--- src/rtl/spi_slave_regfile.sv ---
// ============================================================================
// Module   : spi_slave_regfile
// Brief    : Oversampled SPI mode-0 responder with a small register file that
//            emulates the JT201D register interface (R/W + addr + data frames).
// Revision : 1.0 - initial release
// ============================================================================
`default_nettype none

module spi_slave_regfile #(
    parameter int                ADDR_W    = 12,
    parameter int                DATA_W    = 20,
    parameter int                REG_AW    = 4,
    parameter logic [DATA_W-1:0] RESET_VAL = '0
) (
    input  logic              i_clk_sys,
    input  logic              i_rst,
    input  logic              i_SCLK,
    input  logic              i_MOSI,
    input  logic              i_SEN,
    output logic              o_MISO,
    output logic              o_wr_strobe,
    output logic [ADDR_W-1:0] o_wr_addr,
    output logic [DATA_W-1:0] o_wr_data,
    output logic              o_frame_err,
    output logic              o_addr_err
);

    localparam int DEPTH = 2 ** REG_AW;
    localparam int CNT_W = $clog2(ADDR_W + DATA_W + 1);

    localparam logic [2:0] ST_IDLE = 3'd0;
    localparam logic [2:0] ST_CMD  = 3'd1;
    localparam logic [2:0] ST_ADDR = 3'd2;
    localparam logic [2:0] ST_DATA = 3'd3;
    localparam logic [2:0] ST_DONE = 3'd4;

    logic [1:0]        sclk_sync, mosi_sync, sen_sync;
    logic              sclk_q, sen_q;
    logic [2:0]        state;
    logic [CNT_W-1:0]  bit_cnt;
    logic              rw;
    logic [ADDR_W-1:0] addr_sh;
    logic [DATA_W-1:0] data_sh;
    logic [DATA_W-1:0] regs [DEPTH];

    logic              sclk_rise, sclk_fall, sen_rise, sen_fall, mosi;
    logic [ADDR_W-1:0] addr_next;
    logic [DATA_W-1:0] wdata_next;
    logic              addr_next_mapped, addr_mapped;

    assign sclk_rise        = sclk_sync[1] & ~sclk_q;
    assign sclk_fall        = ~sclk_sync[1] & sclk_q;
    assign sen_rise         = sen_sync[1] & ~sen_q;
    assign sen_fall         = ~sen_sync[1] & sen_q;
    assign mosi             = mosi_sync[1];
    assign addr_next        = {addr_sh[ADDR_W-2:0], mosi};
    assign wdata_next       = {data_sh[DATA_W-2:0], mosi};
    assign addr_next_mapped = (addr_next[ADDR_W-1:REG_AW] == '0);
    assign addr_mapped      = (addr_sh[ADDR_W-1:REG_AW] == '0);

    always_ff @(posedge i_clk_sys) begin
        if (i_rst) begin
            // SEN flops reset low so an enable still held low after reset
            // cannot masquerade as a fresh falling edge.
            sclk_sync   <= '0;
            mosi_sync   <= '0;
            sen_sync    <= '0;
            sclk_q      <= 1'b0;
            sen_q       <= 1'b0;
            state       <= ST_IDLE;
            bit_cnt     <= '0;
            rw          <= 1'b0;
            addr_sh     <= '0;
            data_sh     <= '0;
            o_MISO      <= 1'b1;
            o_wr_strobe <= 1'b0;
            o_wr_addr   <= '0;
            o_wr_data   <= '0;
            o_frame_err <= 1'b0;
            o_addr_err  <= 1'b0;
            for (int i = 0; i < DEPTH; i++) begin
                regs[i] <= RESET_VAL;
            end
        end else begin
            sclk_sync   <= {sclk_sync[0], i_SCLK};
            mosi_sync   <= {mosi_sync[0], i_MOSI};
            sen_sync    <= {sen_sync[0], i_SEN};
            sclk_q      <= sclk_sync[1];
            sen_q       <= sen_sync[1];
            o_wr_strobe <= 1'b0;
            o_frame_err <= 1'b0;
            o_addr_err  <= 1'b0;

            case (state)
                ST_IDLE: begin
                    o_MISO <= 1'b1;
                    if (sen_fall) begin
                        bit_cnt <= '0;
                        state   <= ST_CMD;
                    end
                end
                ST_CMD: begin
                    if (sen_rise) begin
                        o_frame_err <= 1'b1;
                        state       <= ST_IDLE;
                    end else if (sclk_rise) begin
                        rw      <= mosi;
                        bit_cnt <= '0;
                        state   <= ST_ADDR;
                    end
                end
                ST_ADDR: begin
                    if (sen_rise) begin
                        o_frame_err <= 1'b1;
                        state       <= ST_IDLE;
                    end else if (sclk_rise) begin
                        addr_sh <= addr_next;
                        if (bit_cnt == CNT_W'(ADDR_W - 1)) begin
                            bit_cnt <= '0;
                            state   <= ST_DATA;
                            if (rw) begin
                                data_sh    <= addr_next_mapped ? regs[addr_next[REG_AW-1:0]] : '0;
                                o_addr_err <= ~addr_next_mapped;
                            end
                        end else begin
                            bit_cnt <= bit_cnt + 1'b1;
                        end
                    end
                end
                ST_DATA: begin
                    // Final rise wins over a coincident SEN rise, so the write commits.
                    if (sclk_rise && bit_cnt == CNT_W'(DATA_W - 1)) begin
                        o_MISO <= 1'b1;
                        state  <= sen_rise ? ST_IDLE : ST_DONE;
                        if (!rw) begin
                            if (addr_mapped) begin
                                regs[addr_sh[REG_AW-1:0]] <= wdata_next;
                                o_wr_strobe <= 1'b1;
                                o_wr_addr   <= addr_sh;
                                o_wr_data   <= wdata_next;
                            end else begin
                                o_addr_err <= 1'b1;
                            end
                        end
                    end else if (sen_rise) begin
                        o_frame_err <= 1'b1;
                        o_MISO      <= 1'b1;
                        state       <= ST_IDLE;
                    end else if (sclk_rise) begin
                        bit_cnt <= bit_cnt + 1'b1;
                        if (!rw) begin
                            data_sh <= wdata_next;
                        end
                    end else if (sclk_fall && rw) begin
                        o_MISO  <= data_sh[DATA_W-1];
                        data_sh <= {data_sh[DATA_W-2:0], 1'b0};
                    end
                end
                ST_DONE: begin
                    o_MISO <= 1'b1;
                    if (sen_rise) begin
                        state <= ST_IDLE;
                    end
                end
                default: begin
                    o_MISO <= 1'b1;
                    state  <= ST_IDLE;
                end
            endcase
        end
    end

endmodule

`default_nettype wire

--- config.mk ---
export PLATFORM = sky130hd
export DESIGN_NAME = spi_slave_regfile
export DESIGN_NICKNAME = d
export VERILOG_FILES = /design/src/rtl/spi_slave_regfile.sv
export SDC_FILE = /design/constraint.sdc
export NUM_CORES = 1
export LEC_CHECK = 0
export ABC_CLOCK_PERIOD_IN_PS = 3050
export CORE_UTILIZATION = 35
export DETAILED_ROUTE_END_ITERATION = 6
export GPL_TIMING_DRIVEN = 0
export SLEW_MARGIN = 15
export SYNTH_ARGS = -nofsm -noshare
export SYNTH_HDL_FRONTEND = slang
export SYNTH_SLANG_ARGS = --single-unit
--- constraint.sdc ---
create_clock -name i_clk_sys -period 3.05 [get_ports i_clk_sys]
set_input_delay 0.61 -clock i_clk_sys [delete_from_list [all_inputs] [get_ports i_clk_sys]]
set_output_delay 0.61 -clock i_clk_sys [all_outputs]
set_load 0.02 [all_outputs]
==> results.sh, run 1 <==
export IMPL_grt_antenna_before_repair=1
export IMPL_grt_pass1_wl_um=85000
export IMPL_crit_arrival_ns=3.31
export IMPL_cts_max_path_buffers=3
export IMPL_max_stage_delay_ns=0.59
export IMPL_cts_sinks=406
export IMPL_slowest_stage="or4_4"
export IMPL_synth_area_um2=18500
export IMPL_synth_area_leaders="edfxtp_1 (52%), and2_1 (10%), dfxtp_1 (9.3%)"
export IMPL_row_count=83
export IMPL_drtIter0Drc=1296
export IMPL_grt_pass1_vias=12900
export IMPL_ys_seq_area_frac=0.612
export IMPL_critPathCaptureType="flip-flop"
export IMPL_hold_start="sclk_sync[0]"
export IMPL_via_count=13100
export IMPL_hpwl_um=35500
export IMPL_path_cells="or4b_4, or3_4, or4_4, buf_16, nor3_2, clkbuf_8, or2_4"
export IMPL_cts_max_level=2
export IMPL_setup_tns_ns=0
export IMPL_fin_crit_ns=3.03
export IMPL_viasPerCell=5.54
export IMPL_synth_edf_count=320
export IMPL_cts_tree="built"
export IMPL_reg2reg_from="bit_cnt[2]"
export IMPL_wl_per_cell_um=24.8
export IMPL_cp_required_ns=3.33
export IMPL_hold_buffers=0
export IMPL_rsz0062_at_grt="yes"
export IMPL_die_area_um2=53800
export IMPL_synthToLayoutAreaGrowth_pct=20.9
export IMPL_p_per_area_nw_per_um2=540
export IMPL_clk_pin_slew_ns=0.06
export IMPL_die_h_um=232
export IMPL_ys_ff_latch=406
export IMPL_r2r_setup_slack_ns=0.02
export IMPL_dr_pass1_iters=7
export IMPL_ir_drop_v=0.000364
export IMPL_synthArstFlopShare=0
export IMPL_synth_top_area_share=0.519
export IMPL_synthCells=1470
export IMPL_synth_top_cells_by_count="edfxtp_1 (320), and2_1 (309), clkbuf_1 (101)"
export IMPL_synthesis_nets=1476
export IMPL_timing_hold_ws_ns=0.438
export IMPL_status="complete, no violations"
export IMPL_worstMarginPinSlew_ns=0.959
export IMPL_cts_buffers=45
export IMPL_hp_class="flip-flop to flip-flop"
export IMPL_cts_root_buf="clkbuf_16"
export IMPL_hold_viol_final=0
export IMPL_avgSynthCellArea_um2=12.6
export IMPL_grt_max_degree=34
export IMPL_fin_skew_ns=0.0221
export IMPL_crit_path_max_fanout=8
export IMPL_place_gp_congestion=0.927
export IMPL_crit_start="bit_cnt[2]"
export IMPL_io_buffers=40
export IMPL_start_util=0.357
export IMPL_grt_overflow=0
export IMPL_dieWidth_um=232
export IMPL_drt_wl_total_um=58300
export IMPL_route_detailed_drc=0
export IMPL_relSlewSlack=0.361
export IMPL_clock_fmax_ghz=0.330
export IMPL_final_util=0.432
export IMPL_clk_latency_ns=0.59
export IMPL_cp_start_kind="flip-flop"
export IMPL_maxSlewViolCount=0
export IMPL_leakage_nw=7.83
export IMPL_fin_nets=1642
export IMPL_yosys_area_top_type="edfxtp_1"
export IMPL_yosysUniqueCellTypes=50
export IMPL_grtUsageTotal=0.217
export IMPL_drv_cap=0
export IMPL_yosysMostFrequentCell="edfxtp_1"
export IMPL_yosys_warnings=0
export IMPL_postRouteAntennaNets=0
export IMPL_drive_gt1_frac=0.192
export IMPL_synthFlopType="edfxtp_1"
export IMPL_core_um2=51800
export IMPL_setup_viol=0
export IMPL_finalCritPeriodShare=0.995
export IMPL_path_class="flip-flop to flip-flop"
export IMPL_num_io_pins=41
-- through the flow --
step                      total power, mW  std cells  instance area [um2]  setup slack [ns]
after floorplan                      6.47       1470                18500            0.0102
after global routing                 12.4       2353                22400          -0.00959
after CTS                            12.1       2351                22300          -0.00213
after global placement               6.60       2190                19800             -1.17
final                                12.1       2355                22400            0.0156
after detailed placement             6.61       2190                19800             -1.23
-- power breakdown --
group	internal, mW	total, mW	switching (mW)
Clock	3.22	5.49	2.27
Sequential	6.09	6.14	0.0457
Combinational	0.165	0.456	0.291
Total	9.48	12.1	2.61
-- logic make-up (layout without fill, tap and decap cells) --
kind of cell,count (synthesis),after routing,share of synthesized area
AND/OR/NAND/NOR,644,685,0.198
flip-flops,406,406,0.612
buffers and inverters,160,322,0.0352
AO/OA/AOI/OAI,156,156,0.0577
multiplexers,103,103,0.0958
adder cells (fa/ha/maj),1,1,0.000676
other,0,2,0
-- sequential cells by signal, summed over array words and instances, names as in the netlist, 2 cells and up --
register / flops
regs: 320
data_sh: 20
o_wr_data: 20
addr_sh: 12
o_wr_addr: 12
bit_cnt: 6
state: 3
mosi_sync: 2
sclk_sync: 2
sen_sync: 2
-- what timing repair did --
item / CTS / global route
setup buffers: 38 / 3
cloned: 41 / 1
setup endpoints to repair: 659 / 476
hold endpoints to repair: 0 / 0
gates resized for setup: 108 / 30
pin swaps: 7 / 2
-- worst paths after layout --
kind / depth (start not counted) / end
max reg2reg: 7 / regs[6][3]
max: 7 / regs[6][3]
min: 1 / sclk_sync[1]
min reg2reg: 1 / sclk_sync[1]
-- cell type report --
cell class                 count  area, um2
antenna                        2       5.00
clock inverter                10       61.3
multi-input combinational    945       7050
tap                          680        851
sequential                   406      11300
timing repair buffer          82        810
fill                        4671      29500
inverter                       6       22.5
clock buffer                  74       1440
buffer                       150        788
-- critical path: cells and delay by family, from the launching register on --
kind,cells,cell delay [ns]
AND/OR/NAND/NOR,5,1.95
buffers and inverters,2,0.42
flip-flops,1,0.37
-- layout by cell type, fill, tap and decap left out, types with 4 or more instances in the layout --
master	count
edfxtp_1	320
and2_1	309
clkbuf_1	99
nand2_1	90
dfxtp_1	81
nor2_1	61
mux4_2	59
or2_4	49
a21oi_1	47
clkbuf_16	47
nand2b_1	45
mux2i_1	41
clkdlybuf4s50_1	40
o211ai_1	35
buf_4	34
clkbuf_2	32
clkbuf_8	25
nand3_1	22
nor3_1	21
a22oi_1	18
a311oi_1	18
nor2b_1	14
nor4_1	14
or2_2	10
o21ai_0	10
and3_1	10
nor3_4	9
buf_1	8
nand3b_1	7
buf_12	7
clkinv_2	7
o31ai_1	6
inv_1	5
a211oi_1	5
nor4_4	4
a221oi_1	4
a32oi_1	4
dfxtp_2	4
-- metal layers --
layer,share of wire,GRT usage
met5,0.00021,0
met4,0.041,0.0843
met3,0.094,0.0427
met2,0.46,0.346
met1,0.41,0.292
Note: power is estimated with default switching activity, not from simulation.
==> run 2: changes to the inputs <==
Settings changed: CAP_MARGIN set to 20, GPL_ROUTABILITY_DRIVEN set to 0.
==> run 2 against run 1 <==
Against the previous run:
- sequential power barely moved
- clock power fell by 8.9%
- worst hold slack got worse by 0.0054 ns
- worst setup slack improved by 0.057 ns
- non-clock buffer count rose by 3
- critical path type unchanged
- first-iteration DRC count rose by 18%
- critical endpoint is now regs[11][4]
- global-route usage fell by 0.29 points
==> results.sh, run 2 (synthesis results as in run 1) <==
export IMPL_crit_arrival_ns=3.24
export IMPL_dr_pass1_iters=5
export IMPL_p_total_mw=11.6
export IMPL_grtUsageTotal=0.215
export IMPL_die_area_um2=53800
export IMPL_route_detailed_drc=0
export IMPL_path_cells="clkbuf_1, clkbuf_4, clkbuf_1, nand2_2, nor3_2, clkbuf_4, or2_4"
export IMPL_timing_hold_ws_ns=0.433
export IMPL_postRouteAntennaNets=0
export IMPL_leakage_nw=7.65
export IMPL_io_buffers=40
export IMPL_reg2reg_from="addr_sh[1]"
export IMPL_rr_endpoint="regs[11][4]"
export IMPL_start_util=0.357
export IMPL_reg2reg_depth=7
export IMPL_cts_buffers=44
export IMPL_row_count=83
export IMPL_grtUsageMet3=0.0393
export IMPL_path_class="flip-flop to flip-flop"
export IMPL_rsz0062_at_grt="no"
export IMPL_max_stage_delay_ns=0.45
export IMPL_clock_fmax_ghz=0.336
export IMPL_grt_busiest_layer="met2"
export IMPL_slowest_stage="clkbuf_1"
export IMPL_hold_depth=1
export IMPL_viasPerCell=5.48
export IMPL_switchingPower_mw=2.50
export IMPL_grt_pass1_wl_um=84000
export IMPL_synthToLayoutAreaGrowth_pct=19.6
export IMPL_cts_max_level=2
export IMPL_die_h_um=232
export IMPL_mostFrequentLayoutCell="edfxtp_1"
export IMPL_multi_input_area_um2=7010
export IMPL_final_util=0.427
export IMPL_drt_wl_total_um=57200
export IMPL_p_int_mw=9.08
export IMPL_largest_register="regs"
export IMPL_worst_hold_path_endpoint="sclk_sync[1]"
export IMPL_clk_latency_ns=0.58
export IMPL_core_um2=51800
export IMPL_num_io_pins=41
export IMPL_cts_sinks=406
export IMPL_hold_viol_final=0
export IMPL_p_per_area_nw_per_um2=523
export IMPL_cts_tree="built"
export IMPL_fin_nets=1645
export IMPL_gr_usage_met1=0.286
export IMPL_r2r_setup_slack_ns=0.07
export IMPL_seqPwrFrac=0.530
export IMPL_hpwl_um=35700
export IMPL_fin_skew_ns=0.0224
export IMPL_cts_root_buf="clkbuf_16"
export IMPL_finalCritPeriodShare=0.976
export IMPL_drive_gt1_frac=0.176
export IMPL_cp_start_kind="flip-flop"
export IMPL_met2_usage=0.352
export IMPL_largest_reg_flops=320
export IMPL_pwr_share_clk=0.432
export IMPL_hp_class="flip-flop to flip-flop"
export IMPL_relSlewSlack=0.349
export IMPL_top_regs="regs: 320 flops, data_sh: 20 flops, o_wr_data: 20 flops"
export IMPL_grt_max_degree=36
export IMPL_maxSlewViolCount=0
export IMPL_setup_viol=0
export IMPL_grt_pass1_vias=12800
export IMPL_setup_tns_ns=0
export IMPL_drv_cap=0
export IMPL_mostFrequentLayoutCells="edfxtp_1 (320), and2_1 (309), clkbuf_1 (114)"
export IMPL_seq_area_um2=11300
export IMPL_antennaDiodeCount=0
export IMPL_fin_crit_ns=2.98
export IMPL_switching_share=0.216
export IMPL_fill_cells=4782
export IMPL_dieWidth_um=232
export IMPL_status="complete, no violations"
export IMPL_wl_per_cell_um=24.3
export IMPL_grt_antenna_before_repair=3
export IMPL_via_count=12900
export IMPL_hold_start="sclk_sync[0]"
export IMPL_hold_buffers=0
export IMPL_drtIter0Drc=1523
export IMPL_critPathCaptureType="flip-flop"
export IMPL_cts_max_path_buffers=3
export IMPL_worstMarginPinSlew_ns=0.977
export IMPL_grt_overflow=0
export IMPL_pwr_share_comb=0.038
export IMPL_ir_drop_v=0.000362
export IMPL_clk_pin_slew_ns=0.05
export IMPL_cp_required_ns=3.31
export IMPL_crit_path_max_fanout=10
## run 2: what timing repair did
item,4_1_cts,5_1_grt
setup buffers,37,2
setup endpoints to repair,657,391
resized for setup,115,11
cloned,44,0
pin swaps,6,5
## run 2: worst max path at each step
stage	from	end	slack (ns)	cells after the start
6_report	addr_sh[1]	regs[11][4]	0.07	7
5_1_grt	bit_cnt[2]	regs[0][11]	0.002	8
4_1_cts	bit_cnt[5]	regs[7][8]	-0.03	8
3_5_place_dp	addr_sh[0]	regs[3][12]	-1.22	7
3_3_place_gp	addr_sh[1]	regs[7][13]	-1.44	7
2_1_floorplan	bit_cnt[2]	regs[15][0]	0.01	8
## run 2: power by group through the flow
| stage | clock network (mW) | registers [mW] | logic, mW |
|---|---|---|---|
| floorplan | 0 | 6.24 | 0.228 |
| finish | 5.00 | 6.14 | 0.441 |
| detailed placement | 0 | 6.26 | 0.358 |
| global placement | 0 | 6.25 | 0.356 |
| global route | 5.27 | 6.15 | 0.459 |
| CTS | 5.06 | 6.14 | 0.433 |
## run 2: per-stage QoR
stage,std cells,setup slack [ns],area [um2]
after floorplan,1470,0.0102,18500
after global placement,2190,-1.44,19800
after detailed placement,2192,-1.22,19800
after CTS,2352,-0.0297,22100
after global routing,2354,0.00217,22100
final,2354,0.0725,22100
## run 2: layout make-up
class | count | area share
Buffer | 151 | 0.0350
Clock buffer | 71 | 0.0571
Clock inverter | 10 | 0.00243
Inverter | 6 | 0.00102
Multi-Input combinational cell | 946 | 0.317
Sequential cell | 406 | 0.512
Tap cell | 680 | 0.0384
Timing Repair Buffer | 84 | 0.0371
## run 2: metal layers
metal,vias up,part of all wire
met4,2,0.032
met3,127,0.091
li1,5699,-
met2,678,0.47
met1,6396,0.40
met5,-,0.00021
## run 2: critical path, delay by kind of cell (launching register included)
family	cells	cell delay [ns]
flip-flops	1	0.36
buffers and inverters	4	1.43
AND/OR/NAND/NOR	3	0.86
==> RTL edit (settings of run 1) <==
Reset style: asynchronous (`i_rst`), changed in one clocked block.
--- a/src/rtl/spi_slave_regfile.sv
+++ b/src/rtl/spi_slave_regfile.sv
@@ -59,5 +59,5 @@
     assign addr_mapped      = (addr_sh[ADDR_W-1:REG_AW] == '0);
 
-    always_ff @(posedge i_clk_sys) begin
+    always_ff @(posedge i_clk_sys or posedge i_rst) begin
         if (i_rst) begin
             // SEN flops reset low so an enable still held low after reset
Check against the original RTL: not settled (the Yosys comparison gave no result); the edit may change what the design does.
==> RTL edit against run 1 <==
Area after synthesis is 1.6% lower; cell count decreased by 9.9%; core utilization shrank 1.9 points; setup slack improved by 0.078 ns; cell area fell by 5.3%; worst hold slack got worse by 0.089 ns; sequential cell count unchanged; largest cell class unchanged; critical path type unchanged; clock skew increased by 0.0012 ns; critical path depth unchanged; critical endpoint is now data_sh[9]; wire length decreased by 18%; die area shrank 1.6%.
Power is not compared: it rests on default switching activity, and its combinational part moved more than twofold at a synthesized area within 25%.
==> RTL edit: results (changes against run 1) <==
detailed_routing:
  vias_per_cell: 5.39  # -2.7%
  first_pass_iters: 7  # unchanged
  wl_per_cell_um: 22.6  # -8.9%
  drtIter0Drc: 872  # -33%
  wl_um: 47900  # -18%
layout:
  num_antenna_cells: 0  # -2
  fill_cells: 4802  # +2.8%
  nNetsFinal: 1417  # -14%
  drive_above_1_share: 0.212  # +0.0198
  reg_top3: "regs: 320 flops, data_sh: 20 flops, o_wr_data: 20 flops"
critical_path:
  cpMaxStageDelayCell: "clkbuf_1"
  crit_start: "addr_sh[0]"
  cp_max_fo: 10  # +2
  r2r_cells: 7  # unchanged
  cp_top_family: "buffers and inverters"
  setup.worst_path.end: "data_sh[9]"
  cp_slowest_stage_delay_ns: 0.61  # +0.02 ns
synthesis:
  ys_top_cells_by_count: "dfrtp_1, mux2_1, mux2_2, clkbuf_1, mux2i_1"
  syn_inst: 1311  # -11%
  ys_types: 52  # +4.0%
  synth_area_leaders: "dfrtp_1, mux2_1, mux2_2"
  syn_nets: 1317  # -11%
  ys_warn_count: 0  # unchanged
  ys_seq_area_frac: 0.558  # -0.0540
  async_flop_share: 1.00  # +1.00
place:
  placed_cell_area_mm2: 0.0197  # -0.28%
  hpwlAfterDp_um: 31900  # -10%
  gp_congestion: 0.815  # -12%
  dp.cells: 2044  # -6.7%
  dpl_worst_slack_ns: -0.0914  # +1.14 ns
global_route:
  grt_max_degree: 39  # +15%
  grt_pass1_wl_um: 74200  # -13%
  grt_use_met3: 0.0324  # -0.0104
  met1_usage: 0.245  # -0.0466
  grt_usage: 0.184  # -0.0333
  first_global_vias: 12200  # -6.2%
  antenna_found_initial: 0  # -1
  grt.met2_usage: 0.300  # -0.0460
timing:
  fin_skew_ns: 0.0233  # +0.00121 ns
  slew_headroom: 0.292  # -0.0692
  fmaxAchievable_mhz: 338  # +2.6%
clock_network:
  htreeDepth: 2  # unchanged
  clock_latency_ns: 0.58
  clock-sinks: 406  # unchanged
  clockBufferDepth: 3  # unchanged
  path_clk_slew_ns: 0.06  # about the same
run_status:
  status: "completed"
pwr:
  pwr_density_cell_mw_per_mm2: 603
## RTL edit: repair_timing
item	4_1_cts	5_1_grt
buffers inserted	0	0
resized for setup	2	11
endpoints found under the setup margin	11	48
## RTL edit: power by group
part | internal (W) | switching, W | leakage [nW]
registers | 0.00551 | 0.0000628 | 5.62
logic | 0.000488 | 0.00144 | 3.89
clock network | 0.00312 | 0.00215 | 0.696
total | 0.00912 | 0.00365 | 10.2
## RTL edit: metal layers
metal | part of all wire | wire (um)
met3 | 0.046 | 2180
met2 | 0.48 | 22900
met5 | 0 | 0
met1 | 0.44 | 21200
met4 | 0.033 | 1600
## RTL edit: how the worst min path moves through the flow
stage / slack, ns / cells past startpoint / end / startpoint
5_1_grt: 0.36 / 0 / sclk_sync[1] / sclk_sync[0]
3_3_place_gp: 0.34 / 0 / mosi_sync[1] / mosi_sync[0]
2_1_floorplan: 0.33 / 0 / mosi_sync[1] / mosi_sync[0]
6_report: 0.35 / 0 / sen_sync[1] / sen_sync[0]
3_5_place_dp: 0.34 / 0 / sen_sync[1] / sen_sync[0]
4_1_cts: 0.35 / 0 / mosi_sync[1] / mosi_sync[0]
## RTL edit: final cells by class
type / count / share of cell area
clock buffers: 69 / 0.0622
clock inverters: 8 / 0.00461
flip-flops and latches: 406 / 0.480
inverters: 7 / 0.00142
repair buffers: 53 / 0.0319
multi-input cells: 766 / 0.353
well taps: 680 / 0.0402
plain buffers: 132 / 0.0271
## RTL edit: cells by family after synthesis
family	count (synthesis)	share of synthesized area
XOR/XNOR	1	0.000481
multiplexers	462	0.299
AO/OA/AOI/OAI	160	0.0674
adder cells (fa/ha/maj)	1	0.000687
flip-flops	406	0.558
AND/OR/NAND/NOR	142	0.0415
buffers and inverters	139	0.0322
